==> config.mk <==
export PLATFORM = sky130hd
export DESIGN_NAME = uart_transmitter
export DESIGN_NICKNAME = d
export VERILOG_FILES = /design/src/rtl/uart_transmitter.sv
export SDC_FILE = /design/constraint.sdc
export NUM_CORES = 1
export LEC_CHECK = 0
export CORE_ASPECT_RATIO = 0.8
export CORE_MARGIN = 2
export CORE_UTILIZATION = 45
export CTS_CLUSTER_SIZE = 24
export DETAILED_ROUTE_END_ITERATION = 7
export DONT_BUFFER_PORTS = 1
export PLACE_DENSITY = 0.64
export REMOVE_ABC_BUFFERS = 1
export SLEW_MARGIN = 25
export SYNTH_ARGS = -nofsm -noshare
export SYNTH_HDL_FRONTEND = slang
export SYNTH_SLANG_ARGS = --single-unit
==> constraint.sdc <==
create_clock -name clk -period 2.5 [get_ports clk]
set_clock_uncertainty 0.15 [all_clocks]
set_input_delay 0.75 -clock clk [delete_from_list [all_inputs] [get_ports clk]]
set_output_delay 0.75 -clock clk [all_outputs]
set_load 0.01 [all_outputs]
==> src/rtl/uart_transmitter.sv <==
// uart_transmitter: start bit, DATA_WIDTH bits LSB first, optional parity, STOP_BITS stop bits.
// Define UART_TX_PARITY_EN to add the PARITY state and the PARITY_ODD parameter.
module uart_transmitter #(
  parameter int DATA_WIDTH = 8,
  parameter int OVERSAMPLE = 16,
  parameter int STOP_BITS  = 1
`ifdef UART_TX_PARITY_EN
  , parameter bit PARITY_ODD = 1'b0
`endif
) (
  input  logic                  clk,
  input  logic                  rst,
  input  logic                  baudTick,
  input  logic                  txStart,
  input  logic [DATA_WIDTH-1:0] dataIn,
  output logic                  txReady,
  output logic                  tx,
  output logic                  txDone
);
  localparam int TW = OVERSAMPLE > 1 ? $clog2(OVERSAMPLE) : 1;
  localparam int BW = DATA_WIDTH > 1 ? $clog2(DATA_WIDTH) : 1;
`ifdef UART_TX_PARITY_EN
  typedef enum logic [2:0] {IDLE, START, DATA, PARITY, STOP} state_t;
`else
  typedef enum logic [2:0] {IDLE, START, DATA, STOP} state_t;
`endif
  generate
    if (STOP_BITS != 1 && STOP_BITS != 2) begin : g_bad_stop_bits
      $error("uart_transmitter: STOP_BITS must be 1 or 2");
    end
  endgenerate
  state_t                state_q, state_d;
  logic [TW-1:0]         tick_q, tick_d;
  logic [BW-1:0]         bit_q, bit_d;
  logic [DATA_WIDTH-1:0] shift_q, shift_d;
  logic                  stop_q, stop_d;
  logic                  tx_q, tx_d;
  logic                  done_q, done_d;
  logic                  bit_end;
`ifdef UART_TX_PARITY_EN
  logic                  par_q, par_d;
`endif
  assign bit_end = baudTick && tick_q == TW'(OVERSAMPLE - 1);
  assign txReady = state_q == IDLE;
  assign tx      = tx_q;
  assign txDone  = done_q;
  always_comb begin
    state_d = state_q;
    tick_d  = tick_q;
    bit_d   = bit_q;
    shift_d = shift_q;
    stop_d  = stop_q;
    tx_d    = tx_q;
    done_d  = 1'b0;
`ifdef UART_TX_PARITY_EN
    par_d   = par_q;
`endif
    if (state_q != IDLE && baudTick) tick_d = bit_end ? '0 : tick_q + TW'(1);
    case (state_q)
      IDLE: if (txStart) begin
        state_d = START;
        shift_d = dataIn;
        tick_d  = '0;
        tx_d    = 1'b0;
`ifdef UART_TX_PARITY_EN
        par_d   = ^dataIn ^ PARITY_ODD;
`endif
      end
      START: if (bit_end) begin
        state_d = DATA;
        bit_d   = '0;
        tx_d    = shift_q[0];
      end
      DATA: if (bit_end) begin
        shift_d = shift_q >> 1;
        if (bit_q == BW'(DATA_WIDTH - 1)) begin
          stop_d  = 1'b0;
`ifdef UART_TX_PARITY_EN
          state_d = PARITY;
          tx_d    = par_q;
`else
          state_d = STOP;
          tx_d    = 1'b1;
`endif
        end else begin
          bit_d = bit_q + BW'(1);
          tx_d  = shift_d[0];
        end
      end
`ifdef UART_TX_PARITY_EN
      PARITY: if (bit_end) begin
        state_d = STOP;
        stop_d  = 1'b0;
        tx_d    = 1'b1;
      end
`endif
      STOP: if (bit_end) begin
        if (stop_q == 1'(STOP_BITS - 1)) begin
          state_d = IDLE;
          done_d  = 1'b1;
        end else stop_d = 1'b1;
      end
      default: state_d = IDLE;
    endcase
  end
  always_ff @(posedge clk or posedge rst) begin
    if (rst) begin
      state_q <= IDLE;
      tick_q  <= '0;
      bit_q   <= '0;
      shift_q <= '0;
      stop_q  <= 1'b0;
      tx_q    <= 1'b1;
      done_q  <= 1'b0;
`ifdef UART_TX_PARITY_EN
      par_q   <= 1'b0;
`endif
    end else begin
      state_q <= state_d;
      tick_q  <= tick_d;
      bit_q   <= bit_d;
      shift_q <= shift_d;
      stop_q  <= stop_d;
      tx_q    <= tx_d;
      done_q  <= done_d;
`ifdef UART_TX_PARITY_EN
      par_q   <= par_d;
`endif
    end
  end
endmodule

==> flow_summary_export.csv <==
group,metric,value,unit
status,status,"completed",
synthesis,ys.warnings.count,0,
routing,dr.pass1.iters,4,
final_layout,n_antenna_cell,0,
clocking,clockRootBuffer,"clkbuf_4",
routing,wirelength,2.00,mm
power,ir_drop,0.677,mV
timing,grt_setup_unrepaired,"false",
floorplanning,dieHeight,47.1,um
timing,hold_viol_final,0,
setup_path,critPathKind,"reg2out",
grt,grt_pass1_wl,3.34,mm
clocking,cts.sinks,19,
synthesis,yosysTopAreaCell,"dfrtp_1",
routing,postRouteAntennaNets,0,
grt,grt_max_degree,20,
final_layout,drive_above_1_share,0.0789,
final_layout,final_area,0.00110,mm^2
final_layout,fillers,210,
timing,final-max-slew-violation-count,0,
synthesis,syn_area_per_cell,9.41,um^2
timing,relSlewSlack,0.528,
synthesis,synth_ff_type,"dfrtp_1",
routing,vias,822,
synthesis,synth_async_sr_flop_share,1.00,
setup_path,required,1.60,ns
timing,setup_slack,0.310,ns
clocking,cts.clk_slew.worst_paths,0.10,ns
timing,finalSetupViolCount,0,
setup_path,worst_path_max_delay_cell,"ha_1",
synthesis,synth_cell_types,30,
power,power.density,1110,mW/mm^2
routing,drtIter0Drc,25,
clocking,ctsHtreeMaxLevel,1,
synthesis,synth_area_leaders,"dfrtp_1 (43%), ha_1 (8.4%), o21ai_0 (5.3%), a22oi_1 (5.0%), nand2_1 (5.0%)",
synthesis,ys_seq_area_frac,0.456,
routing,wl_met2,869,um
final_layout,area_delta_synth_final,5.39,%
grt,grt_pass1_vias,779,
timing,finalSetupTns,0,ns
synthesis,synth_cells,111,
timing,fmax,457,MHz
synthesis,postSynthRegisterBits,19,
clocking,numCtsBuffers,3,
floorplanning,num_rows,15,
floorplanning,start_util,0.480,
flow_run,drv_cap,0,
synthesis,syn_area,0.00104,mm^2
clocking,clockBufferDepth,2,
placement,dp_hpwl,1.46,mm
synthesis,synth_edf_count,0,
setup_path,cp.arrival,1.29,ns
timing,worst_pin_slew,0.708,ns
placement,pre_cts_ws,0.350,ns
timing,fin_crit_sh,0.876,
final_layout,mostFrequentLayoutCells,"dfrtp_1 (18), nand2_1 (14), o21ai_0 (11), nor2_1 (11), a21oi_1 (8)",
placement,port_buffers,0,
clocking,cts-resized-gates,0,
final_layout,fin_nets,134,
grt,grt_usage,0.168,
grt,grt.overflow.total,0,
setup_path,critical-path-max-stage-delay,0.46,ns
power,power.leakage,0.473,nW
routing,wire_per_inst,14.4,um
routing,wl_met1,988,um
clocking,ctsHoldBuffers,0,
floorplanning,dieArea,0.00273,mm^2
grt,grt_antenna_before_repair,0,
placement,placed_cell_area,0.00107,mm^2
worst_hold_path,hold_class,"in2async",
clocking,cts_setup_buffers,0,
final_layout,layout_commonest_cell,"dfrtp_1",
floorplanning,dieWidth,57.9,um
floorplanning,io-pin-count,15,
setup_path,path_delay_family,"adder cells",
clocking,clk_latency,0.30,ns
routing,wl_met3,119,um
setup_path,crit_fanout,13,
placement,place_congestion,0.791,
clocking,cts_tree,"done",
setup_path,critical_path.startpoint,"state_q[0]$_DFFE_PP0P_",
final_layout,multiInputGateArea,541,um^2
setup_path,cp_num_buf_inv,1,
routing,dr.max_layer_used,"met4",
routing,avgViaCountPerCell,5.91,
setup_path,startpoint_type,"flip-flop",
setup_path,cp-end-kind,"output port",
timing,period_needed,2.19,ns
floorplanning,core,0.00218,mm^2
synthesis,synth_top_cell_area_share,0.431,
setup_path,r2r-start,"state_q[0]$_DFFE_PP0P_",
final_layout,ff_latch_area,477,um^2
routing,detail_route.drc_violations,0,
setup_path,cp_cell_sequence,"inv_1, ha_1",
## report_power, final
group	internal [mW]	switching, mW	total (mW)
Clock	0.0624	0.0922	0.155
Combinational	0.236	0.326	0.563
Sequential	0.419	0.0900	0.509
Total	0.717	0.509	1.23
## per-layer routing
metal | track usage | vias up
met1 | 0.211 | 390
met5 | 0 | -
met4 | 0.0698 | 0
met3 | 0.0689 | 4
li1 | - | 409
met2 | 0.264 | 19
## worst reg2reg max path, cell delays in order, from the launching register on
cell,delay [ns]
dfrtp_1,0.43
inv_1,0.09
ha_1,0.46
mux2i_1,0.49
nor2_1,0.13
a22oi_1,0.15
o21ai_0,0.11
## final cells by class
cell class,count,share of cell area
Sequential cell,19,0.433
Timing Repair Buffer,1,0.00682
Multi-Input combinational cell,85,0.491
Inverter,5,0.0170
Clock buffer,4,0.0239
Tap cell,25,0.0284
## synthesized netlist by cell type (2+ instances only)
library cell	count
a22oi_1	7
inv_1	5
nor2_1	11
o22ai_1	7
ha_1	7
nor3_1	2
mux2i_1	2
a21oi_1	8
nand2_1	14
o21ai_0	11
dfrtp_1	18
## worst paths after layout
path                                                to  slack (ns)  depth (start not counted)
worst max register to register  shift_q[1]$_DFFE_PP0P_        0.36                          6
worst min-delay path            shift_q[7]$_DFFE_PP0P_        0.29                          1
max in group asynchronous         bit_q[2]$_DFFE_PP0P_        1.47                          1
worst min register to register    bit_q[1]$_DFFE_PP0P_        0.38                          2
min in group clk                   tick_q[3]$_DFF_PP0_        0.37                          1
worst max-delay path                           txReady        0.31                          2
## cells by family (layout without fill, tap and decap cells)
family | Yosys count | count (layout) | synth area share
buffers and inverters | 7 | 10 | 0.0263
muxes | 3 | 3 | 0.0299
xor gates and xnor gates | 2 | 2 | 0.0168
adders and majority gates | 7 | 7 | 0.0838
and+or+nand+nor | 33 | 33 | 0.146
DFF | 19 | 19 | 0.456
AOI/OAI and AO/OA | 40 | 40 | 0.241
## metrics by stage
step                 util  power [mW]  hold slack (ns)  std cells
floorplan               -       0.938            0.326        109
global placement    0.494        1.05            0.361        135
detailed placement  0.494        1.08            0.359        135
CTS                 0.506        1.24            0.310        139
global route        0.506        1.34            0.344        139
finish              0.506        1.23            0.285        139
## sequential cells by signal, summed over array words and instances (netlist names)
signal	flops
shift_q	8
tx	1
tick_q	4
bit_q	3
state_q	2
txDone	1
(Power assumes the default switching activity.)
